$ cat config.mk
export PLATFORM = sky130hd
export DESIGN_NAME = division100
export DESIGN_NICKNAME = d
export VERILOG_FILES = /design/src/rtl/division100.sv
export SDC_FILE = /design/constraint.sdc
export NUM_CORES = 1
export LEC_CHECK = 0
export ABC_AREA = 1
export ABC_CLOCK_PERIOD_IN_PS = 1650
export CAP_MARGIN = 10
export CORE_AREA = 2 2 79 88
export DETAILED_ROUTE_END_ITERATION = 10
export DIE_AREA = 0 0 81 90
export HOLD_SLACK_MARGIN = 0.02
export PLACE_DENSITY = 0.69
export SLEW_MARGIN = 20
export SYNTH_ARGS = -nofsm -noshare
export SYNTH_HDL_FRONTEND = slang
export SYNTH_SLANG_ARGS = --single-unit
$ cat constraint.sdc
create_clock -name clk -period 1.65 [get_ports clk]
set_input_delay 0.165 -clock clk [delete_from_list [all_inputs] [get_ports clk]]
set_output_delay 0.165 -clock clk [all_outputs]
set_load 0.05 [all_outputs]
$ cat src/rtl/division100.sv
// division100: sequential divide-by-100 unit.
// Restoring shift-subtract divider that runs one iteration per clock for WIDTH
// iterations. It returns quotient and remainder, flags exact multiples of 100,
// and flags quotients too large to come from an 8-bit operand times 100.
module division100 #(
    parameter int WIDTH = 16
) (
    input  logic             clk,
    input  logic             rst_n,
    input  logic             start,
    input  logic [WIDTH-1:0] dividend,
    output logic             busy,
    output logic             done,
    output logic [9:0]       quotient,
    output logic [6:0]       remainder,
    output logic             exact,
    output logic             ovf
);

    // Iteration counter runs WIDTH-1 down to 0.
    localparam int CW = (WIDTH > 1) ? $clog2(WIDTH) : 1;

    // Fixed divisor, held at trial-value width.
    localparam logic [7:0] DIVISOR = 8'd100;

    typedef enum logic [1:0] {
        IDLE = 2'd0,
        DIV  = 2'd1,
        DONE = 2'd2
    } state_t;

    state_t state_reg;

    // Dividend shift register: its MSB feeds the partial remainder each
    // iteration.
    logic [WIDTH-1:0] dvd_reg;

    // The partial remainder is always below 100 between iterations, so
    // seven stored bits are enough.
    logic [6:0] rem_reg;

    // Quotient accumulator. The top bit of the full WIDTH-bit quotient only
    // exists on the final shift, so it is never stored.
    logic [WIDTH-2:0] qacc_reg;
    logic [CW-1:0]    cnt_reg;

    // Per-iteration datapath values.
    logic [7:0]       trial;
    logic             take;
    logic [7:0]       rem_next;
    logic [WIDTH-1:0] qacc_next;
    logic             ovf_next;

    // One restoring step: bring in the next dividend bit, then subtract the
    // divisor if it fits.
    always_comb begin
        trial     = {rem_reg, dvd_reg[WIDTH-1]};
        take      = (trial >= DIVISOR);
        rem_next  = take ? (trial - DIVISOR) : trial;
        qacc_next = {qacc_reg, take};
        ovf_next  = |qacc_next[WIDTH-1:8];
    end

    // Control FSM, iteration state and registered result outputs.
    always_ff @(posedge clk or negedge rst_n) begin
        if (!rst_n) begin
            state_reg <= IDLE;
            dvd_reg   <= '0;
            rem_reg   <= '0;
            qacc_reg  <= '0;
            cnt_reg   <= '0;
            busy      <= 1'b0;
            done      <= 1'b0;
            quotient  <= '0;
            remainder <= '0;
            exact     <= 1'b0;
            ovf       <= 1'b0;
        end else begin
            case (state_reg)
                IDLE: begin
                    done <= 1'b0;
                    if (start) begin
                        dvd_reg   <= dividend;
                        rem_reg   <= '0;
                        qacc_reg  <= '0;
                        cnt_reg   <= CW'(WIDTH - 1);
                        busy      <= 1'b1;
                        state_reg <= DIV;
                    end
                end

                DIV: begin
                    dvd_reg  <= {dvd_reg[WIDTH-2:0], 1'b0};
                    rem_reg  <= rem_next[6:0];
                    qacc_reg <= qacc_next[WIDTH-2:0];
                    cnt_reg  <= cnt_reg - 1'b1;
                    if (cnt_reg == '0) begin
                        // Last iteration: publish the results together with
                        // the done pulse.
                        quotient  <= qacc_next[9:0];
                        remainder <= rem_next[6:0];
                        exact     <= (rem_next == 8'd0);
                        ovf       <= ovf_next;
                        busy      <= 1'b0;
                        done      <= 1'b1;
                        state_reg <= DONE;
                    end
                end

                DONE: begin
                    // start is deliberately ignored here; requests are not
                    // queued.
                    done      <= 1'b0;
                    state_reg <= IDLE;
                end

                default: begin
                    busy      <= 1'b0;
                    done      <= 1'b0;
                    state_reg <= IDLE;
                end
            endcase
        end
    end

endmodule

==> metrics list, run 1 <==
- Result of the run: complete, no violations
- Critical-path cell with the highest stage delay: dfrtp_1
- After detailed routing, the number of vias per cell comes to 5.06.
* Flip-flop and latch count after synthesis: 65
* Series of cell instances along the critical path: buf_4 -> ha_1 -> nand2_1 -> nand2_4 -> nand2_4 -> nand2_1 -> nand2_2 -> nand3_1 -> nor2_1 -> nand2_1 -> nand2_1
- Clock root buffer: clkbuf_8
* Placeable core area: 6440 um2
- Cell type with the highest occurrence count on the critical path: nand2_1
* Count of final hold-check violations: 0
- Of the available clock period, the critical path in the final layout requires 0.951.
- Static leakage: 1.64 nW
* Remaining max-slew budget at the tightest pin: 0.676
- Syn Inst Count: 288
- The total count of max-transition violations in the final report came to 0.
- Sequential share of power: 0.352
* Commonest cells after routing, fill and taps aside: 74 x nand2_1, 65 x dfrtp_1, 28 x inv_1
- Fillers: 628
- Clock latency on the worst-skew pair, taken at its later pin, is 0.34 ns.
- Required time worst endpoint: 1.92 ns
* Setup crit start: rem_reg[1]
* Max FFs per register: 16
- Count of warnings emitted by yosys: 0
- Mapped cell area: 2790 um2
- Total Neg Setup Slack: 0 ns
- Worst Setup Start Kind: flip-flop
* Share of post-route cells with drive strength above 1: 0.185
* Placed Area: 3230 um2
- DRC violations left: 0
- Setup violators final: 0
- The area growth from synthesis to layout is 23.3%.
- The kind of cell with the highest combined delay along the critical path is simple AND/OR/NAND/NOR gates.
- 40 I/O pins were placed.
- Peak supply drop: 0.879 mV
* Maximum clock rate: 0.637 GHz
- Start point of the worst hold path: dividend[0]
- Number of iterations in the first detailed-routing pass: 4
* Starting DRC count in detailed routing: 136
- Vertical die dimension: 90 um
- Once layout is complete, the utilization of the core stands at 0.534.
- Hold crit path type: primary input to flip-flop
- Placer Congestion: 0.812
- Of the total power, the share spent switching nets is 0.464.
- Unrepaired setup endpoints after global routing: false
- Arrival time at the worst endpoint: 1.84 ns
* Type of the setup path with the least slack: flip-flop to flip-flop
- Count of clock tree sinks: 65
- In this run the mean area of a mapped cell was 9.69 um2.
- CP bufs+invs: 1
- The tool flagged a number of max-cap violations equal to 0.
- Entering global routing, the biggest net connects 66 pins.
* Final instance area: 3440 um2
- Final Power: 0.00710 W
- In this run the number of H-tree levels came out at 3.
* Biggest cell delay along the critical path: 0.40 ns
- Leaving out fill and tap cells, the most frequent cell in the layout is nand2_1.
- Clock-pin slew of the registers on the worst-case setup and hold paths: 0.07 ns
- The die covers 7290 um2.
- The floorplan step set the die width to 81 um.
- Aggregate global-route resource usage: 0.168
- Number of antenna violations at the first check in global routing: 0
* Aggregate routed wire length: 5650 um
* Transition time at the pin with the least slew margin: 0.488 ns
* Number of nets at the end of the flow: 357
- Effective utilization at floorplan: 0.433
- The share of the Yosys chip area taken by registers is 0.583.
- The first global-routing pass estimated 9470 um of wire.
- In this run the power density over the cells is 2070 nW/um2.
- Clock Power Share: 0.164
- The startpoint identified for the worst register-to-register timing path is rem_reg[1].
* Number of inserted diodes: 0
- Summed over all nets, the half-perimeter wirelength after detailed placement is 3850 um.
* Vias after detailed routing: 2136
- Number of buffer cells added on primary ports: 39
- Summed over all nets, the switching power comes to 0.00330 W.
- Detail Route Antenna Nets: 0
- Buffers inserted during clock tree synthesis total 9.
- Maximum clock skew at final layout: 0.0119 ns
- Crit path capture type: flip-flop
- CP Max Fanout: 7
- The synthesized netlist contains 30 unique library cells.
- The number of nets handed over by synthesis was 310.
- Shortest period the worst path allows: 1.57 ns
* Routed length per instance: 13.4 um
* Total congestion overflow after global routing: 0
- Counting along the longest clock path gives a buffer depth of 2.
- Logic pwr share: 0.484
- Vias in the first global route: 2046
- Standard-cell rows: 31
* CTS tree: built
- Cell Int Power: 0.00380 W
-- kinds of logic after synthesis --
kind of cell / synth area share
AO/OA/AOI/OAI: 0.143
adder cells (fa/ha/maj): 0.0135
AND/OR/NAND/NOR: 0.185
flip-flops: 0.583
XOR/XNOR: 0.00314
buffers and inverters: 0.0718
-- cell type report --
| class | count | area [um2] | area share |
|---|---|---|---|
| Sequential cell | 65 | 1630 | 0.473 |
| Clock inverter | 7 | 47.5 | 0.0138 |
| Clock buffer | 9 | 124 | 0.0360 |
| Timing Repair Buffer | 47 | 428 | 0.124 |
| Inverter | 36 | 135 | 0.0393 |
| Multi-Input combinational cell | 176 | 976 | 0.284 |
| Tap cell | 82 | 103 | 0.0298 |
-- cells in the mapped netlist --
library cell   n  area (um2)
buf_2          4        20.0
nand3b_1       2        15.0
a21oi_1        1        5.00
nand3_4        1        17.5
nand2_1       74         278
buf_4          5        37.5
o22ai_1       20         125
ha_1           3        37.5
o21ai_0        8        40.0
clkbuf_1       2        7.51
a22oi_1       10        75.1
dfrtp_1       65        1630
nand2_2        4        25.0
nand3_1       12        60.1
xor2_1         1        8.76
nor2_4         2        22.5
a22oi_2        1        12.5
a31oi_1        1        6.26
o21ai_1       15        75.1
o211ai_1       4        30.0
inv_2          6        22.5
o21a_1         1        7.51
nor3_2         1        10.0
a21oi_4        1        16.3
nand2_4        4        45.0
o31ai_1        1        7.51
nor2_1         5        18.8
nor2_2         1        6.26
inv_1         30         113
nor4_1         3        18.8
-- path summary, 6_finish.rpt --
kind | end | slack (ns) | cells past startpoint
hold / removal | dvd_reg[0] | 0.36 | 3
setup / recovery | exact | 0.08 | 11
max in group asynchronous | cnt_reg[1] | 1.00 | 3
hold reg to reg | dvd_reg[10] | 0.48 | 2
min in group asynchronous | quotient[6] | 0.37 | 3
setup reg to reg | exact | 0.08 | 11
-- metrics by stage --
| step | hold slack (ns) | instances | setup WS [ns] |
|---|---|---|---|
| floorplan | -0.131 | 288 | 0.219 |
| global placement | 0.209 | 402 | -0.0214 |
| detailed placement | 0.207 | 402 | -0.0163 |
| CTS | 0.350 | 419 | 0.0457 |
| global route | 0.389 | 422 | 0.0327 |
| finish | 0.364 | 422 | 0.0814 |
-- tightest hold or removal path, stage by stage --
cell and delay [ns]:
clkdlybuf4s50_1 0.39, nand2_1 0.06, nand2_1 0.05
-- layer usage --
metal	vias up	GRT usage	part of all wire
met5	-	0	0
met4	0	0.0720	0.015
met3	10	0.0361	0.056
met2	65	0.256	0.48
met1	1011	0.231	0.45
li1	1050	-	-
-- power groups by stage --
| stage | Sequential, W | Clock (W) | Combinational, W |
|---|---|---|---|
| 4_1_cts | 0.00250 | 0.00120 | 0.00341 |
| 3_5_place_dp | 0.00252 | 0 | 0.00343 |
| 3_3_place_gp | 0.00251 | 0 | 0.00337 |
| 6_report | 0.00250 | 0.00116 | 0.00344 |
| 5_1_grt | 0.00256 | 0.00129 | 0.00378 |
| 2_1_floorplan | 0.00304 | 0 | 0.00201 |
-- repair_timing --
item	4_1_cts	5_1_grt
setup endpoints to repair	7	2
hold buffers	1	0
hold endpoints to repair	65	0
gates resized for setup	8	2
buffers inserted	0	3
(Power assumes the default switching activity.)
==> run 2, diff against run 1 <==
Settings changed: CORE_AREA 2 2 79 88 to 3 3 80 89, DIE_AREA 0 0 81 90 to 0 0 83 92, SETUP_SLACK_MARGIN set to 0.05.
==> metrics list, run 2 (same netlist as run 1, synthesis figures left out) <==
* Result of the run: complete, no violations
- The critical path arrival was 1.72 ns (-0.12 ns).
- Clock root buffer: clkbuf_8
* Worst Setup Start Kind: flip-flop
- Fillers: 573 (-8.8%)
- The proportion of power drawn by the clock network was 0.230 (+0.066).
- Most common cell after layout, fill and taps aside: nand2_1
- Pins Over Slew Limit: 0 (unchanged)
- Critical-path cell with the highest stage delay: dfrtp_1
* Hold crit path type: primary input to async pin
* Total congestion overflow after global routing: 0 (unchanged)
- In the layout the commonest cells are 74 x nand2_1, 65 x dfrtp_1, 28 x inv_1.
- The pin count of the biggest net entering global routing is 66 (unchanged).
- Required time worst endpoint: 1.93 ns (about the same)
* Number of clock buffers inserted by TritonCTS: 9 (unchanged)
- The final weighted congestion of routability-driven global placement is 0.884 (+8.9%).
* Total Neg Setup Slack: 0 ns (unchanged)
- DRC violations left: 0 (unchanged)
* Starting DRC count in detailed routing: 159 (+17%)
- The worst-case clock skew came to 0.0108 ns (-0.00116 ns).
* Effective utilization at floorplan: 0.448 (+0.0144)
* Static leakage: 1.69 nW (+2.8%)
- Clock-pin slew of the registers on the worst-case setup and hold paths: 0.08 ns (about the same)
- The die footprint was 7640 um2 (+4.7%).
* Remaining max-slew budget at the tightest pin: 0.677 (+0.00107)
- Cell Int Power: 0.00445 W (+17%)
* Max FFs per register: 16 (unchanged)
* Switching power summed over all nets: 0.00329 W (-0.33%)
- CTS tree: built
- Number of buffer cells added on primary ports: 39 (unchanged)
- Vias in the first global route: 2081 (+1.7%)
- Vertical die dimension: 92 um (+2.2%)
- The average routed wire per standard cell was 13.5 um (+0.89%).
- Max-cap viol count: 0 (unchanged)
* Growth of design area from synthesis to finish: 26.5%
- The half-perimeter wire length after detailed placement came to 3790 um (-1.4%).
* Number of antenna violations at the first check in global routing: 0 (unchanged)
- Standard-cell rows: 30 (-3.2%)
* Shortest period the worst path allows: 1.44 ns (-0.127 ns)
- By startpoint and endpoint, the worst setup path is classified as flip-flop to flip-flop.
* Inst Count DP: 401 (-0.25%)
- CP Max Fanout: 7 (unchanged)
- Detail Route Antenna Nets: 0 (unchanged)
* Aggregate global-route resource usage: 0.157 (-0.0111)
- The horizontal extent of the die was 83 um (+2.5%).
- Portion of the clock cycle consumed by the worst path in the final layout: 0.874 (-0.0768)
- The switching part of the total power came to 0.425 (-0.0394).
- The share of power burned in registers is 0.323 (-0.029).
- The cell area power density is 2190 nW/um2 (+6.1%).
* Series of cell instances along the critical path: inv_2 -> ha_4 -> nand2_4 -> nor2_4 -> nand2_4 -> nand2_4 -> nand2_1 -> nand2_2 -> nand3_1 -> nor2_1 -> nand2_1 -> nand2_1
- The clock sink count is 65 (unchanged).
* Maximum clock rate: 0.694 GHz (+8.8%)
- The ratio of routed vias to standard cells came to 5.04 (-0.37%).
- Final Power: 0.00773 W (+8.9%)
* Transition time at the pin with the least slew margin: 0.486 ns (-0.00161 ns)
* Biggest cell delay along the critical path: 0.40 ns (about the same)
- Logic pwr share: 0.447 (-0.037)
- The final cell count without fillers was 418 (-0.95%).
- Number of nets at the end of the flow: 355 (-0.56%)
- Setup violators final: 0 (unchanged)
* Number of iterations in the first detailed-routing pass: 4 (unchanged)
- The number of hold violations in the final report was 0 (unchanged).
- The worst setup path is captured at a flip-flop.
- Peak supply drop: 1.11 mV (+26%)
* Vias after detailed routing: 2108 (-1.3%)
- H-tree depth reported by CTS: 3 (unchanged)
* Num ports: 40 (unchanged)
* Global-route wire length before repair: 9720 um (+2.7%)
* Aggregate routed wire length: 5640 um (about the same)
* Unrepaired setup endpoints after global routing: false
- The diode insertion count for antenna repair was 0 (unchanged).
* Placeable core area: 6230 um2 (-3.2%)
* Number of buffers between clock root and the deepest sink: 2 (unchanged)
- The fraction of final layout cells sized beyond drive strength 1 is 0.178 (-0.00778).
- The clock insertion delay at the later pin of the skew report is 0.34 ns (about the same).
## run 2: critical path, delay by kind of cell (launching register included)
family | cells | cell delay (ns)
adder cells (fa/ha/maj) | 1 | 0.15
flip-flops | 1 | 0.40
buffers and inverters | 1 | 0.10
AND/OR/NAND/NOR | 10 | 0.72
## run 2: power groups by stage
stage	clock, W	combinational [W]	sequential [W]
after global placement	0	0.00342	0.00251
final	0.00178	0.00346	0.00250
after detailed placement	0	0.00347	0.00252
after floorplan	0	0.00201	0.00304
after CTS	0.00182	0.00346	0.00250
after global routing	0.00187	0.00381	0.00257
## run 2: final cells by class
type | instances | area, um2 | share of cell area
Sequential cell | 65 | 1630 | 0.461
Inverter | 36 | 135 | 0.0383
Clock buffer | 9 | 124 | 0.0351
Multi-Input combinational cell | 176 | 976 | 0.276
Timing Repair Buffer | 45 | 427 | 0.121
Tap cell | 80 | 100 | 0.0283
Clock inverter | 7 | 143 | 0.0404
## run 2: stage by stage
stage               utilization  setup WS (ns)  hold slack [ns]  instance area (um2)
floorplan                     -          0.219           -0.131                 2790
finish                    0.567          0.208            0.367                 3530
CTS                       0.565          0.118            0.358                 3520
global route              0.567         0.0741            0.393                 3530
detailed placement        0.522          0.134            0.205                 3250
global placement          0.522          0.177            0.201                 3250
## run 2: timing repair
item / CTS / global route
gates resized for setup: 7 / 4
pin swaps: 0 / 1
buffers inserted: 0 / 0
endpoints found under the setup margin: 7 / 4
hold buffers: 1 / 0
endpoints found under the hold margin: 65 / 0
## run 2: layer usage
metal  track usage  part of all wire
met1         0.209              0.48
met2         0.248              0.46
met3        0.0305             0.043
met4        0.0736             0.018
met5             0                 0
## run 2: worst paths after layout
check,slack (ns),cells past startpoint,start,end
min in group clk,0.37,3,dividend[0],dvd_reg[0]
worst min register to register,0.48,2,dvd_reg[8],dvd_reg[9]
worst min-delay path,0.37,3,rst_n,qacc_reg[5]
worst max register to register,0.21,12,rem_reg[2],exact
max in group asynchronous,1.01,3,rst_n,dvd_reg[0]
worst max-delay path,0.21,12,rem_reg[2],exact
==> run 3, diff against run 2 <==
Settings changed: ABC_CLOCK_PERIOD_IN_PS 1650 to 1400.
Clock period 1.65 ns to 1.4 ns, I/O delays scaled along.
==> metrics list, run 3 (same netlist as run 1, synthesis figures left out) <==
* Number of antenna violations at the first check in global routing: 0 (unchanged)
- Switching power share of the total: 0.434 (+0.00862)
* Clock latency of the later-clocked register in the worst-skew pair: 0.34 ns (about the same)
- The effective utilization at floorplan came to 0.448 (unchanged).
* Number of buffer cells added on primary ports: 39 (unchanged)
- The overall via count from detail_route was 2241 (+6.3%).
- The clock sink count was 65 (unchanged).
* Setup violators final: 1 (+1)
- Cell Int Power: 0.00555 W (+25%)
- The fraction of final layout cells sized beyond drive strength 1 came to 0.291 (+0.114).
- The flip-flop count of the largest register, all copies and words added is 16 (unchanged).
- The remaining global-route overflow came to 0 (unchanged).
- Die width: 83 um (unchanged)
- The initial detailed-routing violation count was 141 (-11%).
* Slack of the worst reg-to-reg path: -0.03 ns (-0.24 ns)
- Standard-cell rows: 30 (unchanged)
- Commonest cells after routing, fill and taps aside: 69 x nand2_1, 65 x dfrtp_1, 30 x buf_4
- The final critical-path required period is 1.43 ns (-0.0144 ns).
- Num ports: 40 (unchanged)
* Logic pwr share: 0.532 (+0.085)
- In this run the critical register-to-register path is captured at exact.
* Global-route wire length before repair: 10300 um (+5.5%)
- Type of the setup path with the least slack: flip-flop to flip-flop
- Required time worst endpoint: 1.69 ns (-0.24 ns)
- Arrival time at the worst endpoint: 1.71 ns (about the same)
- The worst register-to-register path begins at rem_reg[1].
- Clock Power Share: 0.159 (-0.071)
- CTS tree: built
* Placeable core area: 6230 um2 (unchanged)
- The maximum fanout along the worst path is 3 (-4).
- Count of final hold-check violations: 0 (unchanged)
* Static leakage: 1.79 nW (+6.2%)
* Total Neg Setup Slack: -0.0275 ns (-0.0275 ns)
* Result of the run: finished, violations left
* Vias per Instance: 5.13 (+1.7%)
* Portion of the clock cycle consumed by the worst path in the final layout: 1.02 (+0.146)
- Clock tree synthesis selected as its root buffer the cell clkbuf_8.
- The final weighted congestion of routability-driven global placement came to 0.880 (-0.44%).
* Number of inserted diodes: 0 (unchanged)
- Switching power summed over all nets: 0.00425 W (+29%)
- HPWL Detailed: 4040 um (+6.5%)
* H-tree depth reported by CTS: 3 (unchanged)
* Violated checks: setup timing
* Number of nets at the end of the flow: 374 (+5.4%)
* Post-route worst setup slack: -0.0275 ns (-0.236 ns)
- The max-capacitance violation count came to 0 (unchanged).
* Worst Setup Start Kind: flip-flop
- The deepest clock path buffer count came to 2 (unchanged).
- Detail Route Antenna Nets: 0 (unchanged)
* Remaining max-slew budget at the tightest pin: 0.660 (-0.0175)
- The number of clock buffers inserted by TritonCTS came to 9 (unchanged).
- Maximum number of pins on one net before global-route repair: 26 (-61%)
* Pins Over Slew Limit: 0 (unchanged)
* Clock-pin slew of the registers on the worst-case setup and hold paths: 0.08 ns (about the same)
- Transition time at the pin with the least slew margin: 0.510 ns (+0.0243 ns)
* Hold crit path type: primary input to async pin
- The average routed wire per standard cell came to 14.2 um (+4.9%).
- The global routing usage summed across all routing layers was 0.167 (+0.00923).
- DRC violations left: 0 (unchanged)
* Sequential share of power: 0.309 (-0.014)
* Vertical die dimension: 92 um (unchanged)
- STA classifies the critical path endpoint as a flip-flop.
- Number of iterations in the first detailed-routing pass: 5 (+1)
- Unrepaired setup endpoints after global routing: true
- From synthesis to final layout, the design area changed by 37.3%.
* Vias in the first global route: 2240 (+7.6%)
- The highest clock frequency the design can meet was 0.701 GHz (+1.0%).
- The overall power of the completed layout is 0.00979 W (+27%).
- Most common cell after layout, fill and taps aside: nand2_1
- The die footprint is 7640 um2 (unchanged).
- Maximum clock skew at final layout: 0.0115 ns (+0.000708 ns)
- Aggregate routed wire length: 6190 um (+9.7%)
- The highest ir drop seen on vdd came to 1.17 mV (+5.6%).
- Power Dens Cells: 2560 nW/um2 (+17%)
- The depth of the worst register-to-register path came to 11 (-1).
[run 3: through the flow]
step | util | setup WS [ns] | area [um2] | cells | hold WS [ns]
floorplan | - | 0.0504 | 2800 | 288 | -0.156
detailed placement | 0.547 | -0.0930 | 3410 | 409 | 0.136
CTS | 0.594 | -0.0627 | 3700 | 432 | 0.304
global placement | 0.547 | -0.0210 | 3410 | 409 | 0.132
finish | 0.615 | -0.0275 | 3830 | 437 | 0.303
global route | 0.615 | -0.155 | 3830 | 437 | 0.344
[run 3: final cells by class]
type                    instances  area (um2)
clock buffers                  10         138
fillers                       551        2400
clock inverters                 6        57.6
multi-input cells             176        1060
repair buffers                 64         707
flip-flops and latches         65        1630
inverters                      36         145
well taps                      80         100
[run 3: timing repair]
item / in CTS / in global routing
hold endpoints to repair: 18 / 0
pin swaps: 12 / 10
endpoints found under the setup margin: 23 / 41
buffers inserted: 6 / 3
hold buffers: 1 / 0
gates cloned: 0 / 2
gates resized for setup: 14 / 20
[run 3: power groups by stage]
stage	sequential, W	combinational, W	clock [W]
floorplan	0.00358	0.00240	0
global placement	0.00301	0.00439	0
detailed placement	0.00302	0.00447	0
CTS	0.00301	0.00475	0.00160
global route	0.00309	0.00565	0.00169
finish	0.00302	0.00521	0.00156
[run 3: how the worst max path moves through the flow]
stage	start	endpoint	slack (ns)	cells after the start
after floorplan	rem_reg[1]	exact	0.05	12
after global placement	rem_reg[2]	exact	-0.02	12
after detailed placement	rem_reg[2]	exact	-0.09	12
after CTS	rem_reg[1]	exact	-0.06	12
after global routing	rem_reg[1]	exact	-0.16	12
final	rem_reg[1]	exact	-0.03	11
[run 3: layer usage]
layer	share of wire	vias to the layer above	GRT usage	routed length, um
met3	0.056	13	0.0413	347
met5	0	-	0	0
met4	0.023	0	0.0967	142
li1	-	1087	-	-
met1	0.43	1072	0.210	2680
met2	0.49	69	0.260	3020
[run 3: critical path, cell delays in order, from the launching register on]
cell and delay, ns:
dfrtp_1 0.41, inv_2 0.09, ha_4 0.15, nand2_4 0.06, buf_4 0.14, nand3_1 0.06, nand2_1 0.06, nand3_1 0.08
nand2_2 0.08, nor3_2 0.14, nand2_1 0.07, nand2_1 0.06
